===== src/rtl/axi_pkg.sv =====
// Shared AXI encodings and the read-sink state enum.
// Also holds the one helper that classifies an RRESP code as an error.
package axi_pkg;

    localparam logic [1:0] FIXED = 2'b00;
    localparam logic [1:0] INCR  = 2'b01;
    localparam logic [1:0] WRAP  = 2'b10;

    localparam logic [1:0] OKAY   = 2'b00;
    localparam logic [1:0] EXOKAY = 2'b01;
    localparam logic [1:0] SLVERR = 2'b10;
    localparam logic [1:0] DECERR = 2'b11;

    typedef enum logic [1:0] {
        IDLE   = 2'd0,
        STREAM = 2'd1,
        FLUSH  = 2'd2,
        DRAIN  = 2'd3
    } xfer_state_t;

    function automatic logic is_err_resp(input logic [1:0] resp);
        return (resp == SLVERR) || (resp == DECERR);
    endfunction

endpackage


===== src/rtl/axi_sync_fifo.sv =====
// Synchronous FIFO with first-word fall-through output and occupancy level.
// Pointers carry one extra wrap bit so full and empty are distinguishable.
module axi_sync_fifo #(
    parameter int WIDTH   = 33,
    parameter int LGDEPTH = 4
) (
    input  logic               clk,
    input  logic               reset,
    input  logic               wr_en,
    input  logic [WIDTH-1:0]   wr_data,
    input  logic               rd_en,
    output logic [WIDTH-1:0]   rd_data,
    output logic               full,
    output logic               empty,
    output logic [LGDEPTH:0]   level
);

    localparam int DEPTH = 1 << LGDEPTH;

    logic [WIDTH-1:0] mem [DEPTH];
    logic [LGDEPTH:0] wr_ptr_reg;
    logic [LGDEPTH:0] rd_ptr_reg;
    logic             do_wr;
    logic             do_rd;

    assign level = wr_ptr_reg - rd_ptr_reg;
    assign full  = (level == (LGDEPTH+1)'(DEPTH));
    assign empty = (level == '0);
    assign do_wr = wr_en && !full;
    assign do_rd = rd_en && !empty;

    // Output is forced to zero when empty so nothing stale leaks out after reset.
    assign rd_data = empty ? '0 : mem[rd_ptr_reg[LGDEPTH-1:0]];

    always_ff @(posedge clk) begin
        if (do_wr) begin
            mem[wr_ptr_reg[LGDEPTH-1:0]] <= wr_data;
        end
    end

    always_ff @(posedge clk or posedge reset) begin
        if (reset) begin
            wr_ptr_reg <= '0;
            rd_ptr_reg <= '0;
        end else begin
            if (do_wr) begin
                wr_ptr_reg <= wr_ptr_reg + 1'b1;
            end
            if (do_rd) begin
                rd_ptr_reg <= rd_ptr_reg + 1'b1;
            end
        end
    end

endmodule


===== src/rtl/axi_master_rdata_sink.sv =====
// R-channel consumer: buffers read beats, streams them out with an end marker,
// and tracks per-transfer beat count to report done or error to the issuer.
module axi_master_rdata_sink
    import axi_pkg::*;
#(
    parameter int DATA_WD = 32,
    parameter int LGFIFO  = 4,
    parameter int XFER_WD = 30
) (
    input  logic               clk,
    input  logic               reset,
    input  logic               xfer_start,
    input  logic [XFER_WD-1:0] xfer_beats,
    input  logic               rd_idle,
    input  logic               M_AXI_RVALID,
    input  logic [DATA_WD-1:0] M_AXI_RDATA,
    input  logic [1:0]         M_AXI_RRESP,
    input  logic               M_AXI_RLAST,
    output logic               M_AXI_RREADY,
    output logic               m_valid,
    output logic [DATA_WD-1:0] m_data,
    output logic               m_last,
    input  logic               m_ready,
    output logic [LGFIFO:0]    fifo_level,
    output logic               xfer_busy,
    output logic               xfer_done,
    output logic               xfer_err
);

    xfer_state_t        state_reg, state_next;
    logic [XFER_WD-1:0] remaining_reg, remaining_next;
    logic               err_reg, err_next;
    logic               done_reg, done_next;

    logic               rbeat;
    logic               final_beat;
    logic               fifo_wr;
    logic               fifo_full;
    logic               fifo_empty;
    logic [DATA_WD:0]   fifo_din;
    logic [DATA_WD:0]   fifo_dout;

    // Ready depends only on registered state and FIFO pointers, never on RVALID.
    assign M_AXI_RREADY = ((state_reg == STREAM) && !fifo_full) || (state_reg == FLUSH);
    assign rbeat        = M_AXI_RVALID && M_AXI_RREADY;
    assign final_beat   = (remaining_reg == XFER_WD'(1));
    assign fifo_din     = {final_beat, M_AXI_RDATA};

    assign m_valid   = !fifo_empty;
    assign m_last    = fifo_dout[DATA_WD];
    assign m_data    = fifo_dout[DATA_WD-1:0];
    assign xfer_busy = (state_reg != IDLE);
    assign xfer_done = done_reg;
    assign xfer_err  = err_reg;

    axi_sync_fifo #(
        .WIDTH   (DATA_WD + 1),
        .LGDEPTH (LGFIFO)
    ) u_fifo (
        .clk     (clk),
        .reset   (reset),
        .wr_en   (fifo_wr),
        .wr_data (fifo_din),
        .rd_en   (m_valid && m_ready),
        .rd_data (fifo_dout),
        .full    (fifo_full),
        .empty   (fifo_empty),
        .level   (fifo_level)
    );

    always_comb begin
        state_next     = state_reg;
        remaining_next = remaining_reg;
        err_next       = err_reg;
        done_next      = 1'b0;
        fifo_wr        = 1'b0;

        case (state_reg)
            IDLE: begin
                if (xfer_start) begin
                    err_next = 1'b0;
                    if (xfer_beats != '0) begin
                        remaining_next = xfer_beats;
                        state_next     = STREAM;
                    end else begin
                        done_next = 1'b1;
                    end
                end
            end
            STREAM: begin
                if (rbeat) begin
                    // An error response wins even on the final beat.
                    if (is_err_resp(M_AXI_RRESP)) begin
                        err_next   = 1'b1;
                        state_next = FLUSH;
                    end else begin
                        fifo_wr        = 1'b1;
                        remaining_next = remaining_reg - 1'b1;
                        if (final_beat) begin
                            state_next = DRAIN;
                            if (!M_AXI_RLAST) begin
                                err_next = 1'b1;
                            end
                        end
                    end
                end
            end
            FLUSH: begin
                if (rd_idle && !rbeat) begin
                    state_next = DRAIN;
                end
            end
            DRAIN: begin
                if (fifo_empty) begin
                    state_next = IDLE;
                    done_next  = !err_reg;
                end
            end
            default: begin
                state_next = IDLE;
            end
        endcase
    end

    always_ff @(posedge clk or posedge reset) begin
        if (reset) begin
            state_reg     <= IDLE;
            remaining_reg <= '0;
            err_reg       <= 1'b0;
            done_reg      <= 1'b0;
        end else begin
            state_reg     <= state_next;
            remaining_reg <= remaining_next;
            err_reg       <= err_next;
            done_reg      <= done_next;
        end
    end

endmodule


===== config.mk =====
export PLATFORM = sky130hd
export DESIGN_NAME = axi_master_rdata_sink
export DESIGN_NICKNAME = d
export VERILOG_FILES = /design/src/rtl/axi_pkg.sv /design/src/rtl/axi_sync_fifo.sv /design/src/rtl/axi_master_rdata_sink.sv
export SDC_FILE = /design/constraint.sdc
export NUM_CORES = 1
export LEC_CHECK = 0
export CAP_MARGIN = 20
export CELL_PAD_IN_SITES_DETAIL_PLACEMENT = 2
export CELL_PAD_IN_SITES_GLOBAL_PLACEMENT = 2
export CORE_UTILIZATION = 33
export DETAILED_ROUTE_END_ITERATION = 10
export PLACE_DENSITY_LB_ADDON = 0.1
export SLEW_MARGIN = 0
export SYNTH_ARGS = -nofsm -noshare
export SYNTH_HDL_FRONTEND = slang
export SYNTH_HIERARCHICAL = 1
export SYNTH_SLANG_ARGS = --single-unit
export TNS_END_PERCENT = 50

===== constraint.sdc =====
create_clock -name clk -period 9 [get_ports clk]
set_input_delay 1.8 -clock clk [delete_from_list [all_inputs] [get_ports clk]]
set_output_delay 1.8 -clock clk [all_outputs]
set_load 0.05 [all_outputs]

==> results of run 1 <==
where the power goes:
| group | switching, W | internal [W] | total (W) | leakage (nW) |
|---|---|---|---|---|
| Clock | 0.00108 | 0.00152 | 0.00259 | 1.00 |
| Combinational | 0.00216 | 0.00141 | 0.00357 | 2.86 |
| Sequential | 0.000270 | 0.00303 | 0.00330 | 5.30 |
| Total | 0.00351 | 0.00596 | 0.00946 | 9.15 |
per-layer routing:
layer  up-vias  track usage  wire, um  part of all wire
met5         -            0        31           0.00048
met4         4       0.0452      1190             0.018
met3        86       0.0248      1890             0.029
met2       189        0.296     31400              0.49
met1      6955        0.250     30000              0.46
li1       5489            -         -                 -
Yosys cell counts, types with 7 or more instances:
master                     count  area [um^2]
sky130_fd_sc_hd__o22a_1       10         87.6
sky130_fd_sc_hd__nor4_1       14         87.6
sky130_fd_sc_hd__dfrtp_1      44         1100
sky130_fd_sc_hd__buf_2        13         65.1
sky130_fd_sc_hd__o31ai_1       7         52.6
sky130_fd_sc_hd__edfxtp_1    528        15900
sky130_fd_sc_hd__buf_4        13         97.6
sky130_fd_sc_hd__a21oi_1      14         70.1
sky130_fd_sc_hd__mux2i_1      34          340
sky130_fd_sc_hd__clkbuf_1     35          131
sky130_fd_sc_hd__a211oi_1     40          300
sky130_fd_sc_hd__nand3_1      14         70.1
sky130_fd_sc_hd__nand2_1      88          330
sky130_fd_sc_hd__nor2_1       24         90.1
sky130_fd_sc_hd__inv_1        31          116
sky130_fd_sc_hd__and3_1       46          288
sky130_fd_sc_hd__buf_1         8         30.0
sky130_fd_sc_hd__o21ai_0      17         85.1
sky130_fd_sc_hd__nor3_1       20          100
sky130_fd_sc_hd__xor2_1        7         61.3
sky130_fd_sc_hd__mux4_2      132         2970
sky130_fd_sc_hd__ha_1         15          188
logic make-up after synthesis:
logic type,after synthesis
buffers and inverters,105
AO/OA/AOI/OAI,138
XOR/XNOR,11
adder cells (fa/ha/maj),16
AND/OR/NAND/NOR,262
multiplexers,169
flip-flops,572
final cells by class:
class / instances / area share
multi-input cells: 596 / 0.222
clock inverters: 43 / 0.0168
clock buffers: 71 / 0.0568
flip-flops and latches: 572 / 0.608
repair buffers: 143 / 0.0497
inverters: 33 / 0.00444
well taps: 940 / 0.0421
path summary, 6_finish.rpt:
path / start / endpoint / slack, ps / cells past startpoint
max: u_fifo/rd_ptr_reg[1] / m_last / 2150 / 8
min: u_fifo/rd_ptr_reg[4] / u_fifo/rd_ptr_reg[4] / 500 / 1
max reg2reg: u_fifo/rd_ptr_reg[1] / u_fifo/mem[8][4] / 3800 / 10
min reg2reg: u_fifo/rd_ptr_reg[4] / u_fifo/rd_ptr_reg[4] / 500 / 1
max in group asynchronous: reset / remaining_reg[19] / 6620 / 3
min in group asynchronous: reset / u_fifo/wr_ptr_reg[3] / 1570 / 2
through the flow:
stage	setup slack [ps]	instance area, um^2	util	power (W)	cells
5_1_grt	1930	27900	0.397	0.00992	2398
3_5_place_dp	2670	25900	0.367	0.00701	2284
6_report	2150	27900	0.397	0.00946	2398
2_1_floorplan	1610	23600	-	0.00582	1273
4_1_cts	2000	27900	0.397	0.00964	2398
3_3_place_gp	2220	25800	0.367	0.00695	2283
critical path: stages (launching register included):
cell and delay [ps]:
sky130_fd_sc_hd__dfrtp_4 1030, sky130_fd_sc_hd__inv_2 310, sky130_fd_sc_hd__fa_1 580, sky130_fd_sc_hd__nor3b_1 210, sky130_fd_sc_hd__nand4b_1 260, sky130_fd_sc_hd__a2bb2oi_4 660, sky130_fd_sc_hd__buf_4 410, sky130_fd_sc_hd__a211oi_1 170
sky130_fd_sc_hd__clkdlybuf4s50_1 780
==> metrics.md, run 1 <==
| Metric | Value |
|---|---|
| Final nets | `1,494` |
| CTS Hold Buffers Added | `0` |
| Antenna-violating nets left | `0` |
| Final count of pins violating max slew | `0` |
| DRC marker count from the first detailed-route iteration | `684` |
| Result of the run | `finished clean` |
| Power density normalized to cell area | `339 nW/um^2` |
| Adder and majority gate portion of the synthesized area | `0.00881` |
| Die area | `72,500 um^2` |
| Largest fanout on the critical path | `55` |
| Number of optimization iterations in the first detailed-route pass | `5` |
| Total via count in the routed design | `12,723` |
| Proportion of layout cells with a drive suffix above 1 | `0.207` |
| Number of setup buffers added after CTS | `0` |
| Static leakage power | `9.15 nW` |
| I/O pin count | `114` |
| Post-cts resize count | `0` |
| Synthesized netlist net count | `1,360` |
| Sink Count | `572` |
| Actual slew at the worst max-slew pin | `1050 ps` |
| Final hold slack | `496 ps` |
| Max cap viols | `0` |
| Weighted congestion reported at the end of routability-driven placement | `0.707` |
| Top library cells by usage in the layout, fill and taps aside | `528 x sky130_fd_sc_hd__edfxtp_1, 132 x sky130_fd_sc_hd__mux4_2, 112 x sky130_fd_sc_hd__clkdlybuf4s50_1` |
| Number of clock buffers inserted by TritonCTS | `61` |
| Synth cell types | `69` |
| EDFF count, synth | `528` |
| Initial standard-cell utilization of the core | `0.335` |
| Type of origin of the critical path | `flop` |
| Leading cell type in the layout, fill and taps excluded | `sky130_fd_sc_hd__edfxtp_1` |
| Clock H-tree levels | `2` |
| Fin crit share | `0.761` |
| Max-Slew Margin vs Limit | `0.300` |
| Mux cell area share after synthesis | `0.142` |
| Clock tree buffer depth | `3` |
| Filler Cells Inserted | `6,737` |
| Clk Latency, worst-skew pair | `650 ps` |
| Global-route wire length before repair | `96.7 mm` |
| Std-Cell Rows | `97` |
| Critical path required time | `7200 ps` |
| Number of failing hold endpoints at the final stage | `0` |
| Number of antenna violations at the first check in global routing | `2` |
| Total area of sequential cells | `17,000 um^2` |
| Vias per Instance | `5.31` |
| Basic-gate share of the synthesized area counting and, or, nand and nor cells | `0.0619` |
| Minimum clock period after layout | `6850 ps` |
| Setup Crit Path Kind | `flop to output port` |
| Final setup skew | `48.7 ps` |
| Via count of the first global-routing pass | `14,130` |
| Drt total wl | `64.6 mm` |
| Total Routing Usage GR | `0.180` |
| Critical Path End Type | `output port` |
| TritonCTS clock tree | `done` |
| Arr. time, crit path | `5050 ps` |
| Buffers added on ports | `112` |
| Xor/xnor cell area share of the yosys netlist | `0.00408` |
| Die Span X | `269 um` |
| Flip-flop cell with the highest count after synthesis | `sky130_fd_sc_hd__edfxtp_1` |
| Cell area after synthesis | `23,600 um^2` |
| Setup-failing EPs final | `0` |
| Largest vdd supply drop | `265 uV` |
| Number of flip-flops in the largest register | `528` |
| Flip-flop and latch count after synthesis | `572` |
| Remaining global-route overflow | `0` |
| Avg Inst Size Synth | `18.5 um^2` |
| Synthesized instance count | `1,273` |
| Fraction of registers with async set or reset after synthesis | `0.0769` |
| Combined area of the multi-input logic cells | `6200 um^2` |
| Detail Placement HPWL | `35.2 mm` |
| Total negative slack for setup checks | `0 ps` |
| Main combinational cell family by area after synthesis | `multiplexers` |
| Clk Tree Root Cell | `sky130_fd_sc_hd__clkbuf_16` |
| Average detailed-routed wire length per instance | `26.9 um` |
| Remaining routing DRC violations | `0` |
| Class of the tightest hold or removal check | `flop to flop` |
| Ys Warns | `6` |
| Worst-path clk slew | `60 ps` |
| Die Y | `269 um` |
| Proportion of synthesized chip area in sequential cells | `0.719` |
| Core area | `70,400 um^2` |
| Max Freq | `0.146 GHz` |
| Synthesized-area fraction occupied by ao, oa, aoi and oai cells | `0.0439` |
| Area growth syn-to-layout | `18.3%` |
| Unrepaired setup endpoints after global routing | `no` |
| Maximum number of pins on one net before global-route repair | `110` |
| Number of diodes | `0` |
Note: power is estimated with default switching activity, not from simulation.
==> run 2, diff against run 1 <==
==> constraint.sdc (replaced) <==
create_clock -name clk -period 5.95 [get_ports clk]
set_input_delay 1.19 -clock clk [delete_from_list [all_inputs] [get_ports clk]]
set_output_delay 1.19 -clock clk [all_outputs]
set_load 0.05 [all_outputs]
==> metrics.md, run 2 (synthesized netlist as in run 1, its figures left out) <==
| Metric | Value |
|---|---|
| Result of the run | `finished clean` |
| Core area | `70,400 um^2` |
| Filler Cells Inserted | `6,729` |
| Final nets | `1,506` |
| Class of the tightest hold or removal check | `flop to flop` |
| Power density normalized to cell area | `506 nW/um^2` |
| Hold path depth | `1` |
| Average detailed-routed wire length per instance | `26.9 um` |
| Met2 demand-to-capacity share in global routing | `0.300` |
| Sink Count | `572` |
| Cell area after placement | `25,900 um^2` |
| Remaining global-route overflow | `0` |
| Area growth syn-to-layout | `18.1%` |
| Final count of pins violating max slew | `0` |
| Vias per Instance | `5.28` |
| Initial standard-cell utilization of the core | `0.335` |
| Setup-failing EPs final | `0` |
| Std-Cell Rows | `97` |
| Total via count in the routed design | `12,692` |
| Clock tree buffer depth | `3` |
| Unrepaired setup endpoints after global routing | `no` |
| Post-cts resize count | `0` |
| Critical path's most frequent cell | `sky130_fd_sc_hd__buf_4` |
| I/O pin count | `114` |
| Number of optimization iterations in the first detailed-route pass | `5` |
| Delay of the slowest cell on the worst path | `750 ps` |
| Proportion of layout cells with a drive suffix above 1 | `0.229` |
| Leading cell type in the layout, fill and taps excluded | `sky130_fd_sc_hd__edfxtp_1` |
| GRT met3 Usage | `0.0281` |
| Max cap viols | `0` |
| Min setup slack post-route | `354 ps` |
| GR met1 Demand/Resource | `0.252` |
| Max-Slew Margin vs Limit | `0.360` |
| Combined area of the multi-input logic cells | `6220 um^2` |
| Critical path required time | `4760 ps` |
| Cell breakdown of the critical path | `inv_2 > fa_1 > nor3b_1 > nand4b_1 > a2bb2oi_4 > buf_4 > a211oi_1 > buf_4` |
| Global-route wire length before repair | `97.4 mm` |
| Drt total wl | `64.8 mm` |
| Buffers added on ports | `112` |
| Largest vdd supply drop | `404 uV` |
| Number of diodes | `0` |
| Die area | `72,500 um^2` |
| CTS Hold Buffers Added | `0` |
| Clk Tree Root Cell | `sky130_fd_sc_hd__clkbuf_16` |
| Number of setup buffers added after CTS | `0` |
| Total negative slack for setup checks | `0 ps` |
| Endpoint of the worst hold path | `u_fifo/rd_ptr_reg[4]` |
| Weighted congestion reported at the end of routability-driven placement | `0.716` |
| FF-to-FF setup slack | `1040 ps` |
| Arr. time, crit path | `4410 ps` |
| Number of clock buffers inserted by TritonCTS | `67` |
| Total area of sequential cells | `17,000 um^2` |
| Layer with the highest usage after global routing | `met2` |
| Actual slew at the worst max-slew pin | `960 ps` |
| Final setup skew | `19.2 ps` |
| Detail Placement HPWL | `36.9 mm` |
| Maximum number of pins on one net before global-route repair | `93` |
| Die Span X | `269 um` |
| DRC marker count from the first detailed-route iteration | `794` |
| Worst r2r path cells | `11` |
| Critical Path End Type | `output port` |
| Reg-to-reg startpoint | `u_fifo/rd_ptr_reg[1]` |
| Minimum clock period after layout | `5600 ps` |
| Type of origin of the critical path | `flop` |
| Endpoint of the most critical register-to-register path | `u_fifo/mem[12][4]` |
| Via count of the first global-routing pass | `14,264` |
| Number of placed instances, taps included | `2,290` |
| Number of failing hold endpoints at the final stage | `0` |
| Die Y | `269 um` |
| Total Routing Usage GR | `0.182` |
| Worst setup timing slack at the placement stage | `842 ps` |
| Final Non-Filler Cells | `2,403` |
| Worst-path clk slew | `50 ps` |
| Number of antenna violations at the first check in global routing | `2` |
| Number of flip-flops in the largest register | `528` |
| Largest fanout on the critical path | `26` |
| Antenna-violating nets left | `0` |
| Static leakage power | `9.18 nW` |
| Layout Cell Area excl Fill | `27,900 um^2` |
| Clk Latency, worst-skew pair | `600 ps` |
| Final hold slack | `483 ps` |
| Max Freq | `0.179 GHz` |
| Critical hold path startpoint | `u_fifo/rd_ptr_reg[4]` |
| Setup Crit Path Kind | `flop to output port` |
| Remaining routing DRC violations | `0` |
| TritonCTS clock tree | `done` |
| Clock H-tree levels | `3` |
| Top library cells by usage in the layout, fill and taps aside | `528 x sky130_fd_sc_hd__edfxtp_1, 132 x sky130_fd_sc_hd__mux4_2, 88 x sky130_fd_sc_hd__nand2_1` |
| Fin crit share | `0.941` |
| Cell with the largest stage delay on the worst path | `sky130_fd_sc_hd__a2bb2oi_4` |
-- run 2: power by group --
part / switching (W) / leakage (nW) / internal (W)
Combinational: 0.00343 / 2.93 / 0.00205
Sequential: 0.000299 / 5.30 / 0.00459
Clock: 0.00160 / 0.950 / 0.00214
Total: 0.00532 / 9.18 / 0.00877
-- run 2: how the worst max path moves through the flow --
stage                    startpoint           endpoint  slack [ps]  cells past startpoint
2_1_floorplan  u_fifo/rd_ptr_reg[2]  u_fifo/mem[15][0]         320                     11
6_report       u_fifo/rd_ptr_reg[1]         m_data[21]         350                      8
3_5_place_dp   u_fifo/rd_ptr_reg[1]         m_data[21]         840                      8
4_1_cts        u_fifo/rd_ptr_reg[1]         m_data[21]         200                      8
5_1_grt        u_fifo/rd_ptr_reg[1]         m_data[21]         120                      8
3_3_place_gp   u_fifo/rd_ptr_reg[1]         m_data[15]         930                      8
-- run 2: metal layers --
metal	wire [um]	share of wire
met1	30000	0.46
met2	31500	0.49
met3	1770	0.027
met4	1490	0.023
met5	13	0.00020
-- run 2: stage by stage --
step / utilization / total power (W)
after global routing: 0.396 / 0.0148
final: 0.396 / 0.0141
after global placement: 0.368 / 0.0105
after floorplan: - / 0.00881
after CTS: 0.396 / 0.0144
after detailed placement: 0.368 / 0.0106
-- run 2: layout make-up --
cell class,instances,area share
well taps,940,0.0422
clock inverters,28,0.00665
multi-input cells,596,0.223
repair buffers,149,0.0511
flip-flops and latches,572,0.609
inverters,33,0.00445
clock buffers,85,0.0634
-- run 2: worst max-delay path: cells and delay by family, from the launching register on --
kind            cells  cell delay (ps)
compound gates      2              860
fa+ha+maj           1              570
flops               1              660
buf+inv             3             1190
simple gates        2              470
